## config.mk

```make
export PLATFORM = sky130hd
export DESIGN_NAME = battleship_core_flat
export DESIGN_NICKNAME = d
export VERILOG_FILES = /design/src/rtl/battleship_if.sv /design/src/rtl/battleship_core.sv /design/src/flat_wrapper.sv
export SDC_FILE = /design/constraint.sdc
export NUM_CORES = 1
export LEC_CHECK = 0
export CAP_MARGIN = 0
export CORE_ASPECT_RATIO = 2
export CORE_MARGIN = 1
export CORE_UTILIZATION = 60
export DETAILED_ROUTE_END_ITERATION = 8
export PLACE_DENSITY_LB_ADDON = 0.12
export SYNTH_ARGS = -nofsm -noshare
export SYNTH_HDL_FRONTEND = slang
export SYNTH_SLANG_ARGS = --single-unit
```

## constraint.sdc

```tcl
create_clock -name clk -period 8.65 [get_ports clk]
set_clock_uncertainty 0.15 [all_clocks]
set_input_delay 2.1625 -clock clk [delete_from_list [all_inputs] [get_ports clk]]
set_output_delay 2.1625 -clock clk [all_outputs]
set_load 0.03 [all_outputs]
```

## src/rtl/battleship_if.sv

```systemverilog
// rtl/battleship_if.sv - control, read-port and status bundle for battleship_core
interface battleship_if #(
  parameter int BOARD_N   = 5,
  parameter int MAX_SHIPS = 5
);
  localparam int CW = (BOARD_N > 1) ? $clog2(BOARD_N) : 1;
  localparam int SW = $clog2(MAX_SHIPS + 1);

  logic          move_up;
  logic          move_down;
  logic          move_left;
  logic          move_right;
  logic [SW-1:0] ships_req;
  logic          confirm_amount;
  logic          confirm_place;
  logic          confirm_attack;
  logic          rd_board;
  logic [CW-1:0] rd_i;
  logic [CW-1:0] rd_j;
  logic [1:0]    rd_cell;
  logic [CW-1:0] i_actual;
  logic [CW-1:0] j_actual;
  logic          decision_State;
  logic          colocation_ships_State;
  logic          setup_State;
  logic          player_turn_State;
  logic          pc_turn_State;
  logic          is_victory_State;
  logic          is_defeat_State;
  logic [SW-1:0] ships_defined;
  logic [SW-1:0] ships_left_player;
  logic [SW-1:0] ships_left_pc;
  logic          placement_error;

  modport master (
    output move_up, move_down, move_left, move_right, ships_req,
    output confirm_amount, confirm_place, confirm_attack,
    output rd_board, rd_i, rd_j,
    input  rd_cell, i_actual, j_actual,
    input  decision_State, colocation_ships_State, setup_State, player_turn_State,
    input  pc_turn_State, is_victory_State, is_defeat_State,
    input  ships_defined, ships_left_player, ships_left_pc, placement_error
  );

  modport slave (
    input  move_up, move_down, move_left, move_right, ships_req,
    input  confirm_amount, confirm_place, confirm_attack,
    input  rd_board, rd_i, rd_j,
    output rd_cell, i_actual, j_actual,
    output decision_State, colocation_ships_State, setup_State, player_turn_State,
    output pc_turn_State, is_victory_State, is_defeat_State,
    output ships_defined, ships_left_player, ships_left_pc, placement_error
  );
endinterface

```

## src/rtl/battleship_core.sv

```systemverilog
// rtl/battleship_core.sv - single-player battleship game engine with LFSR-driven opponent
module battleship_core #(
  parameter int          BOARD_N     = 5,
  parameter int          MAX_SHIPS   = 5,
  parameter int          CURSOR_WRAP = 0,
  parameter logic [15:0] LFSR_SEED   = 16'hACE1
) (
  input  logic        clk,
  input  logic        rst,
  battleship_if.slave bus
);
  localparam int CW  = (BOARD_N > 1) ? $clog2(BOARD_N) : 1;
  localparam int SW  = $clog2(MAX_SHIPS + 1);
  localparam int CWP = CW + 1;
  localparam logic [CWP-1:0] BN_L = CWP'(BOARD_N);
  localparam logic [CW-1:0]  EDGE = CW'(BOARD_N - 1);
  localparam logic [SW-1:0]  MAX_L = SW'(MAX_SHIPS);

  typedef enum logic [2:0] {
    S_DECISION, S_PLACE, S_SETUP, S_PLAYER, S_PC, S_VICTORY, S_DEFEAT
  } state_t;

  state_t        state, state_n;
  logic [15:0]   lfsr;
  logic [1:0]    player_b [BOARD_N][BOARD_N];
  logic [1:0]    pc_b     [BOARD_N][BOARD_N];
  logic [CW-1:0] cur_i, cur_j, cur_i_n, cur_j_n;
  logic [SW-1:0] placed_cnt, ships_def, left_pl, left_pc, ships_clamped;
  logic          err_q, err_n;

  logic [CW-1:0] ri, rj;
  logic          cand_ok;
  logic [1:0]    pl_cand, pc_cand, pl_cur, pc_cur;

  logic          pl_we, pc_we, def_we, placed_inc, clear_all;
  logic          left_pl_inc, left_pl_dec, left_pc_inc, left_pc_dec;
  logic [CW-1:0] pl_wi, pl_wj, pc_wi, pc_wj;
  logic [1:0]    pl_wd, pc_wd;

  function automatic logic [CW-1:0] step_dec(input logic [CW-1:0] v);
    if (v != '0) return v - CW'(1);
    return (CURSOR_WRAP != 0) ? EDGE : v;
  endfunction

  function automatic logic [CW-1:0] step_inc(input logic [CW-1:0] v);
    if (v != EDGE) return v + CW'(1);
    return (CURSOR_WRAP != 0) ? '0 : v;
  endfunction

  // Random candidates come straight from the low LFSR bits; out-of-board picks read as "unusable".
  assign ri      = lfsr[CW-1:0];
  assign rj      = lfsr[2*CW-1:CW];
  assign cand_ok = ({1'b0, ri} < BN_L) && ({1'b0, rj} < BN_L);
  assign pl_cand = cand_ok ? player_b[ri][rj] : 2'b11;
  assign pc_cand = cand_ok ? pc_b[ri][rj] : 2'b11;
  assign pl_cur  = player_b[cur_i][cur_j];
  assign pc_cur  = pc_b[cur_i][cur_j];

  always_comb begin
    ships_clamped = bus.ships_req;
    if (bus.ships_req == '0)
      ships_clamped = SW'(1);
    else if (bus.ships_req > MAX_L)
      ships_clamped = MAX_L;
  end

  always_comb begin
    cur_i_n = cur_i;
    cur_j_n = cur_j;
    if (state == S_PLACE || state == S_PLAYER) begin
      if (bus.move_up)         cur_i_n = step_dec(cur_i);
      else if (bus.move_down)  cur_i_n = step_inc(cur_i);
      else if (bus.move_left)  cur_j_n = step_dec(cur_j);
      else if (bus.move_right) cur_j_n = step_inc(cur_j);
    end
  end

  always_comb begin
    state_n     = state;
    err_n       = 1'b0;
    pl_we       = 1'b0;
    pc_we       = 1'b0;
    pl_wi       = cur_i;
    pl_wj       = cur_j;
    pl_wd       = 2'b00;
    pc_wi       = cur_i;
    pc_wj       = cur_j;
    pc_wd       = 2'b00;
    def_we      = 1'b0;
    placed_inc  = 1'b0;
    clear_all   = 1'b0;
    left_pl_inc = 1'b0;
    left_pl_dec = 1'b0;
    left_pc_inc = 1'b0;
    left_pc_dec = 1'b0;
    case (state)
      S_DECISION: begin
        if (bus.confirm_amount) begin
          def_we  = 1'b1;
          state_n = S_PLACE;
        end
      end
      S_PLACE: begin
        if (bus.confirm_place) begin
          if (pl_cur == 2'b00) begin
            pl_we       = 1'b1;
            pl_wd       = 2'b01;
            placed_inc  = 1'b1;
            left_pl_inc = 1'b1;
            if (placed_cnt + SW'(1) == ships_def) state_n = S_SETUP;
          end else begin
            err_n = 1'b1;
          end
        end
      end
      S_SETUP: begin
        if (pc_cand == 2'b00) begin
          pc_we       = 1'b1;
          pc_wi       = ri;
          pc_wj       = rj;
          pc_wd       = 2'b01;
          left_pc_inc = 1'b1;
          if (left_pc + SW'(1) == ships_def) state_n = S_PLAYER;
        end
      end
      S_PLAYER: begin
        if (bus.confirm_attack) begin
          if (pc_cur[1]) begin
            err_n = 1'b1;
          end else begin
            // Setting bit 1 turns ship into hit and empty into miss in one step.
            pc_we       = 1'b1;
            pc_wd       = {1'b1, pc_cur[0]};
            left_pc_dec = pc_cur[0];
            state_n     = (pc_cur[0] && left_pc == SW'(1)) ? S_VICTORY : S_PC;
          end
        end
      end
      S_PC: begin
        if (!pl_cand[1]) begin
          pl_we       = 1'b1;
          pl_wi       = ri;
          pl_wj       = rj;
          pl_wd       = {1'b1, pl_cand[0]};
          left_pl_dec = pl_cand[0];
          state_n     = (pl_cand[0] && left_pl == SW'(1)) ? S_DEFEAT : S_PLAYER;
        end
      end
      S_VICTORY, S_DEFEAT: begin
        if (bus.confirm_amount) begin
          clear_all = 1'b1;
          state_n   = S_DECISION;
        end
      end
      default: state_n = S_DECISION;
    endcase
  end

  always_ff @(posedge clk) begin
    if (rst) state <= S_DECISION;
    else     state <= state_n;
  end

  always_ff @(posedge clk) begin
    if (rst) lfsr <= LFSR_SEED;
    else     lfsr <= {lfsr[14:0], lfsr[15] ^ lfsr[13] ^ lfsr[12] ^ lfsr[10]};
  end

  always_ff @(posedge clk) begin
    if (rst) err_q <= 1'b0;
    else     err_q <= err_n;
  end

  always_ff @(posedge clk) begin
    if (rst || clear_all) begin
      for (int a = 0; a < BOARD_N; a++) begin
        for (int b = 0; b < BOARD_N; b++) begin
          player_b[a][b] <= 2'b00;
          pc_b[a][b]     <= 2'b00;
        end
      end
      cur_i      <= '0;
      cur_j      <= '0;
      placed_cnt <= '0;
      ships_def  <= '0;
      left_pl    <= '0;
      left_pc    <= '0;
    end else begin
      cur_i <= cur_i_n;
      cur_j <= cur_j_n;
      if (pl_we)      player_b[pl_wi][pl_wj] <= pl_wd;
      if (pc_we)      pc_b[pc_wi][pc_wj]     <= pc_wd;
      if (def_we)     ships_def  <= ships_clamped;
      if (placed_inc) placed_cnt <= placed_cnt + SW'(1);
      if (left_pl_inc)      left_pl <= left_pl + SW'(1);
      else if (left_pl_dec) left_pl <= left_pl - SW'(1);
      if (left_pc_inc)      left_pc <= left_pc + SW'(1);
      else if (left_pc_dec) left_pc <= left_pc - SW'(1);
    end
  end

  always_comb begin
    bus.rd_cell = 2'b00;
    if (({1'b0, bus.rd_i} < BN_L) && ({1'b0, bus.rd_j} < BN_L))
      bus.rd_cell = bus.rd_board ? pc_b[bus.rd_i][bus.rd_j] : player_b[bus.rd_i][bus.rd_j];
  end

  assign bus.i_actual               = cur_i;
  assign bus.j_actual               = cur_j;
  assign bus.decision_State         = (state == S_DECISION);
  assign bus.colocation_ships_State = (state == S_PLACE);
  assign bus.setup_State            = (state == S_SETUP);
  assign bus.player_turn_State      = (state == S_PLAYER);
  assign bus.pc_turn_State          = (state == S_PC);
  assign bus.is_victory_State       = (state == S_VICTORY);
  assign bus.is_defeat_State        = (state == S_DEFEAT);
  assign bus.ships_defined          = ships_def;
  assign bus.ships_left_player      = left_pl;
  assign bus.ships_left_pc          = left_pc;
  assign bus.placement_error        = err_q;
endmodule
```

## src/flat_wrapper.sv

```systemverilog
// flat-port wrapper written by rule: the top's interface ports become plain ports
module battleship_core_flat 
#(
  parameter int          BOARD_N     = 5,
  parameter int          MAX_SHIPS   = 5,
  parameter int          CURSOR_WRAP = 0,
  parameter logic [15:0] LFSR_SEED   = 16'hACE1
)
  (clk, rst, bus_move_up, bus_move_down, bus_move_left, bus_move_right, bus_ships_req, bus_confirm_amount, bus_confirm_place, bus_confirm_attack, bus_rd_board, bus_rd_i, bus_rd_j, bus_rd_cell, bus_i_actual, bus_j_actual, bus_decision_State, bus_colocation_ships_State, bus_setup_State, bus_player_turn_State, bus_pc_turn_State, bus_is_victory_State, bus_is_defeat_State, bus_ships_defined, bus_ships_left_player, bus_ships_left_pc, bus_placement_error);
  battleship_if #(.BOARD_N(BOARD_N), .MAX_SHIPS(MAX_SHIPS)) bus_i ();
  input  logic clk;
  input  logic rst;
  input wire logic [$bits(bus_i.move_up)-1:0] bus_move_up;
  input wire logic [$bits(bus_i.move_down)-1:0] bus_move_down;
  input wire logic [$bits(bus_i.move_left)-1:0] bus_move_left;
  input wire logic [$bits(bus_i.move_right)-1:0] bus_move_right;
  input wire logic [$bits(bus_i.ships_req)-1:0] bus_ships_req;
  input wire logic [$bits(bus_i.confirm_amount)-1:0] bus_confirm_amount;
  input wire logic [$bits(bus_i.confirm_place)-1:0] bus_confirm_place;
  input wire logic [$bits(bus_i.confirm_attack)-1:0] bus_confirm_attack;
  input wire logic [$bits(bus_i.rd_board)-1:0] bus_rd_board;
  input wire logic [$bits(bus_i.rd_i)-1:0] bus_rd_i;
  input wire logic [$bits(bus_i.rd_j)-1:0] bus_rd_j;
  output wire logic [$bits(bus_i.rd_cell)-1:0] bus_rd_cell;
  output wire logic [$bits(bus_i.i_actual)-1:0] bus_i_actual;
  output wire logic [$bits(bus_i.j_actual)-1:0] bus_j_actual;
  output wire logic [$bits(bus_i.decision_State)-1:0] bus_decision_State;
  output wire logic [$bits(bus_i.colocation_ships_State)-1:0] bus_colocation_ships_State;
  output wire logic [$bits(bus_i.setup_State)-1:0] bus_setup_State;
  output wire logic [$bits(bus_i.player_turn_State)-1:0] bus_player_turn_State;
  output wire logic [$bits(bus_i.pc_turn_State)-1:0] bus_pc_turn_State;
  output wire logic [$bits(bus_i.is_victory_State)-1:0] bus_is_victory_State;
  output wire logic [$bits(bus_i.is_defeat_State)-1:0] bus_is_defeat_State;
  output wire logic [$bits(bus_i.ships_defined)-1:0] bus_ships_defined;
  output wire logic [$bits(bus_i.ships_left_player)-1:0] bus_ships_left_player;
  output wire logic [$bits(bus_i.ships_left_pc)-1:0] bus_ships_left_pc;
  output wire logic [$bits(bus_i.placement_error)-1:0] bus_placement_error;
  assign bus_i.move_up = bus_move_up;
  assign bus_i.move_down = bus_move_down;
  assign bus_i.move_left = bus_move_left;
  assign bus_i.move_right = bus_move_right;
  assign bus_i.ships_req = bus_ships_req;
  assign bus_i.confirm_amount = bus_confirm_amount;
  assign bus_i.confirm_place = bus_confirm_place;
  assign bus_i.confirm_attack = bus_confirm_attack;
  assign bus_i.rd_board = bus_rd_board;
  assign bus_i.rd_i = bus_rd_i;
  assign bus_i.rd_j = bus_rd_j;
  assign bus_rd_cell = bus_i.rd_cell;
  assign bus_i_actual = bus_i.i_actual;
  assign bus_j_actual = bus_i.j_actual;
  assign bus_decision_State = bus_i.decision_State;
  assign bus_colocation_ships_State = bus_i.colocation_ships_State;
  assign bus_setup_State = bus_i.setup_State;
  assign bus_player_turn_State = bus_i.player_turn_State;
  assign bus_pc_turn_State = bus_i.pc_turn_State;
  assign bus_is_victory_State = bus_i.is_victory_State;
  assign bus_is_defeat_State = bus_i.is_defeat_State;
  assign bus_ships_defined = bus_i.ships_defined;
  assign bus_ships_left_player = bus_i.ships_left_player;
  assign bus_ships_left_pc = bus_i.ships_left_pc;
  assign bus_placement_error = bus_i.placement_error;
  battleship_core #(.BOARD_N(BOARD_N), .MAX_SHIPS(MAX_SHIPS), .CURSOR_WRAP(CURSOR_WRAP), .LFSR_SEED(LFSR_SEED)) u_core (.clk(clk), .rst(rst), .bus(bus_i));
endmodule
```

**After elaboration in Yosys (flattened, before gate mapping)**

Memory sizes are Yosys's and may differ from the RTL's. A register that Yosys moved wholly into a read port is not among the register bits.
Index checks and enable logic that the tools add are counted.

- Word-level logic and storage cells: 226
- Memory bits (writable): 100
- Memories kept: 2
- Input port bits: 19
- Bits in registers: 38
- Output and inout port bits: 25

Memories:

| name | words | bits a word | rd ports | clocked after memory_dff | write ports | RTL line | text |
|---|---|---|---|---|---|---|---|
| u_core.pc_b | 5 | 10 | 3 | 2 | 5 | battleship_core.sv:26 | `logic [1:0] pc_b [BOARD_N][BOARD_N];` |
| u_core.player_b | 5 | 10 | 3 | 2 | 5 | battleship_core.sv:25 | `logic [1:0] player_b [BOARD_N][BOARD_N];` |

- Magnitude comparators: 12
- Add/subtract/negate cells: 9
- Bitwise logic cells: 10
- Muxes and demuxes: 134
- Equal/unequal tests: 24
- Reductions and logical operators: 26

Operator list:

| cell | number |
|---|---|
| 3-bit two-way mux | 45 |
| 10-bit two-way mux | 6 |
| 1-bit two-way mux | 47 |
| 2-bit two-way mux | 22 |
| 2-bit binary-select mux with 3-bit select | 6 |
| 4-bit greater-or-equal comparator, second input constant | 5 |
| 3-bit NOT with 4-bit output | 5 |
| 10-bit OR reduction | 2 |
| 3-bit case mux with 6 select lines | 1 |
| 3-bit by 1-bit adder with 3-bit output, second input constant | 5 |
| 2-bit demux with 3-bit select | 2 |
| 3-bit less-than comparator, second input constant | 4 |
| 2-bit by 1-bit != test with 1-bit output, second input constant | 6 |
| 2-bit != test, second input constant | 6 |
| 2-bit nonzero test | 6 |
| 3-bit by 1-bit subtractor with 3-bit output, second input constant | 4 |
| 10-bit AND reduction | 1 |
| 3-bit by 1-bit equality test with 1-bit output, second input constant | 3 |
| 3-bit equality test, second input constant | 3 |
| 4-bit by 1-bit less-than comparator with 1-bit output, second input constant | 2 |
| 2-bit case mux with 2 select lines | 2 |
| 3-bit by 2-bit equality test with 1-bit output, second input constant | 2 |
| 3-bit equality test | 2 |
| 1-bit logical AND | 6 |
| other kinds (12) | 22 |

**Logic depth before layout (Yosys ltp)**

- Word-level depth: 16
- Mapped depth: 13

**Least setup slack after synthesis**

OpenSTA, ideal clock, no wires.

- Path kind: input port to output port
- From: in bus_rd_i[0]
- To: out bus_rd_cell[0]
- Path buffers: 4
- Arrival: 4.881 ns
- Setup slack: 1.457 ns
- Cell stages on the path: 12
- Cells stage by stage: clkbuf_1 -> buf_2 -> buf_2 -> buf_1 -> mux2i_1 -> o221ai_1 -> o22ai_1 -> a21oi_1 -> mux2i_1 -> nor2_1 -> nor3_1 -> nor3_1

- Word-level cells in the longest chain between the ends: 6

Ends and longest elaborated chain:

| element | RTL line | text |
|---|---|---|
| from (decl) | flat_wrapper.sv:22 | `input wire logic [$bits(bus_i.rd_i)-1:0] bus_rd_i;` |
| memory read 5 x 10 bit (on tied branches) | -- |  |
| 2-bit binary-select mux with 3-bit select | battleship_core.sv:205 | `bus.rd_cell = bus.rd_board ? pc_b[bus.rd_i][bus.rd_j] : player_b[bus.rd_i][bus.rd_j];` |
| 2-bit two-way mux (not written as such) (2 in a row) | battleship_core.sv:205 |  |
| 2-bit two-way mux | battleship_core.sv:205 |  |
| 2-bit two-way mux (*) | battleship_core.sv:204 | `if (({1'b0, bus.rd_i} < BN_L) && ({1'b0, bus.rd_j} < BN_L))` |
| to (decl) | flat_wrapper.sv:24 | `output wire logic [$bits(bus_i.rd_cell)-1:0] bus_rd_cell;` |

Mark *: on every way between the ends. The rest lies on a longest branch, timed or not. The select of a mux whose other input is x is not followed.

**Worst setup path after layout**

- From: in bus_rd_i[1]
- To: out bus_rd_cell[0]

Same word-level chain as after synthesis.

==> metrics.md <==
| Metric | Value |
|---|---|
| Latest clock arrival within the worst-skew pair | approximately 520 ps |
| Yosys top cell by area | edfxtp_1 |
| Setup tns final | 0 ps |
| Critical path peak fanout | 12 |
| # DRC | 1 |
| Routed vias | around 9700 |
| Minimum clock period | 7570 ps |
| Global routing's busiest layer | met2 |
| Comb pwr share | between 20% and 30% |
| Pre-CTS setup slack | ~1100 ps |
| Crit Path Category | in2out |
| Post-synth cell types | 84 |
| YS warnings | 0 |
| CP max-delay cell | clkdlybuf4s50_1 |
| Antenna violations before repair | 2 |
| Async S/R FF share, synth | 0% |
| Switching pwr | 0.000876 W |
| Crit share post-route | 87.5% |
| PD cells | between 200 and 250 nW/µm² |
| Core footprint | around 20000 µm² |
| Area Overhead vs Synth | 9.79% |
| Vias per cell | approximately 7.1 |
| Ports | between 40 and 50 |
| Top-count cell post-synth | edfxtp_1 |
| Final setup margin | approximately 1100 ps |
| Tot GR Track Use | 38.1% |
| Drt total wl | roughly 38000 µm |
| Switch share | about a third |
| Syn_nets | approximately 1100 |
| Crit path cell chain | clkdlybuf4s50_1, buf_4, mux4_2, mux4_2, mux2_2, a21oi_1, nor3_1, clkdlybuf4s50_1 |
| Crit path largest cell delay | just under 800 ps |
| Post-CTS Resized | 0 |
| Die area | approximately 21000 µm² |
| Maximum vdd drop | ~0.21 mV |
| Least-Margin Pin Slew | about 1200 ps |
| Top cells by area, synth | edfxtp_1 (40%), mux4_2 (12%), dfxtp_1 (6.8%) |
| Final instance area | 13300 µm² |
| EDFF count, synth | 160 |
| Min-delay worst type | reg2reg |
| Synth Register Bits | roughly 200 |
| Count of pins over their slew limit | 0 |
| Die X | 103 µm |
| CTS Hold Buffers Added | 0 |
| TritonRoute pass-1 iters | 8 |
| Grt ovf | 0 |
| Hpwl dp | 27800 µm |
| Root Buffer | clkbuf_16 |
| Yosys top cell area share | about two fifths |
| Final setup viols | 0 |
| Initial DRC count | 718 |
| Post-Syn Instances | around 1100 |
| Die H | between 200 and 250 µm |
| M2 GR Usage | approximately 63% |
| Startpoint class of the critical path | input pin |
| IO Port Bufs | 43 |
| Starting density of the core | about three fifths |
| RSZ-0062 raised after global routing | no |
| WP buf/inv | 3 |
| Postcts setup bufs | 0 |
| CTS Buf Count | 19 |
| Placed Area | between 10000 and 15000 µm² |
| Fmax | roughly 130 MHz |
| Clk buf depth | 3 |
| Met1 usage | approximately two fifths |
| Largest delay share family, worst path | buffers and inverters |
| Synth top cells by count | edfxtp_1 (160), nor2_1 (143), o21ai_0 (68), mux4_2 (66), mux2i_1 (60) |
| Synthesized area per cell | around 11 µm² |
| Layout Nets | approximately 1100 |
| CTS tree | done |
| Clk pwr share | a little under a third |
| Cell-internal power | approximately 0.0019 W |
| Max_slew headroom | about 18% |
| Routing usage on met3 | between 8 and 9% |
| Final ANT Viol Nets | 0 |
| Placed insts | ~1300 |
| Placer Congestion | 1.05 |
| Status | complete, but fails checks |
| WP data required | 6340 ps |
| Number of global-route vias before repair | between 9000 and 10000 |
| Pleak | 4.40 nW |
| Share of cells above drive strength 1 | 15.9% |
| Top_reg_cell synth | edfxtp_1 |
| First-pass GRT wire length | between 50000 and 60000 µm |
| Register area share after synthesis | a little under half |
| Non-filler cells, final | roughly 1400 |
| Routed len/inst | 28.1 µm |
| Final Hold Fails | 0 |
| Sequential share of power | between 40% and 50% |
| Max-capacitance violation count | 0 |
| Largest net degree at the start of global routing | 62 |
| Critical path arrival | 5260 ps |
| Site row count | between 70 and 80 |
| CTS H-Tree Depth | 1 |
| Reg clk slew, reported paths | roughly 60 ps |
| Violated checks | design-rule violations |
| N_diodes | 0 |
| Clock tree sinks | approximately 200 |
| Setup crit end kind | output port |
| Synthesized area | ~12000 µm² |
[power groups by stage]
stage	clock network [W]	registers (W)	logic [W]
3_5_place_dp	0	0.00118	0.000688
5_1_grt	0.000900	0.00116	0.000751
3_3_place_gp	0	0.00118	0.000680
6_report	0.000859	0.00116	0.000710
2_1_floorplan	0	0.00115	0.000496
4_1_cts	0.000857	0.00115	0.000693
[cells in the final DEF, fill, tap and decap left out, types with 21 or more instances in the layout]
master           synthesis  layout
a21oi_1                 33      33
edfxtp_1               160     160
nand2_1                 48      48
nor2_1                 143     143
mux4_2                  66      66
mux2i_1                 60      60
nand2b_1                21      21
clkdlybuf4s50_1          0      42
buf_4                    2      22
nor3_1                  59      59
mux2_2                  23      23
dfxtp_1                 41      39
inv_1                   25      25
o21ai_0                 68      68
[sequential cells by signal, summed over array words and instances, names as in the netlist, named ones only]
signal and cells:
u_core.bus.ships_defined 3, u_core.player_b 80, u_core.pc_b 80, u_core.bus.ships_left_pc 3
u_core.lfsr 16, u_core.bus.i_actual 3, u_core.state 3, u_core.bus.ships_left_player 3
u_core.bus.j_actual 3, u_core.placed_cnt 3, u_core.bus.placement_error 1
[metrics by stage]
stage	power, W	hold slack (ps)	utilization [%]
after floorplan	0.00165	239	-
final	0.00273	276	67.2
after global routing	0.00281	288	67.2
after CTS	0.00271	278	67.2
after global placement	0.00186	251	64.1
after detailed placement	0.00186	248	64.1
[final timing paths]
| kind | start | end | slack [ps] | cells past startpoint |
|---|---|---|---|---|
| worst min-delay path | u_core.lfsr[6] | u_core.lfsr[7] | 280 | 1 |
| worst min register to register | u_core.lfsr[6] | u_core.lfsr[7] | 280 | 1 |
| worst max register to register | u_core.lfsr[0] | u_core.pc_b[0][0] | 3130 | 8 |
| worst max-delay path | bus_rd_i[1] | bus_rd_cell[0] | 1080 | 8 |
[metal layers]
layer	share of wire (%)	vias to the layer above	wire length, µm
li1	-	4194	-
met1	32	4711	12100
met2	51	570	19400
met3	7.8	222	2980
met4	10	4	3820
met5	0.073	-	28
[kinds of logic (layout without fill, tap and decap cells)]
group	count (synthesis)	after routing	synth area share [%]
xor+xnor	20	20	1.44
buf+inv	105	125	3.90
mux	151	151	19.6
fa+ha+maj	9	9	1.05
compound gates	200	200	10.8
flops	201	201	46.4
simple gates	398	398	16.8
[area by class of cell]
cell class / count / area (µm²)
fillers: 1547 / 6500
inverters: 27 / 101
flip-flops and latches: 201 / 5630
well taps: 262 / 328
multi-input cells: 778 / 6050
repair buffers: 65 / 591
clock inverters: 11 / 123
clock buffers: 22 / 497
Note: power is estimated with default switching activity, not from simulation.
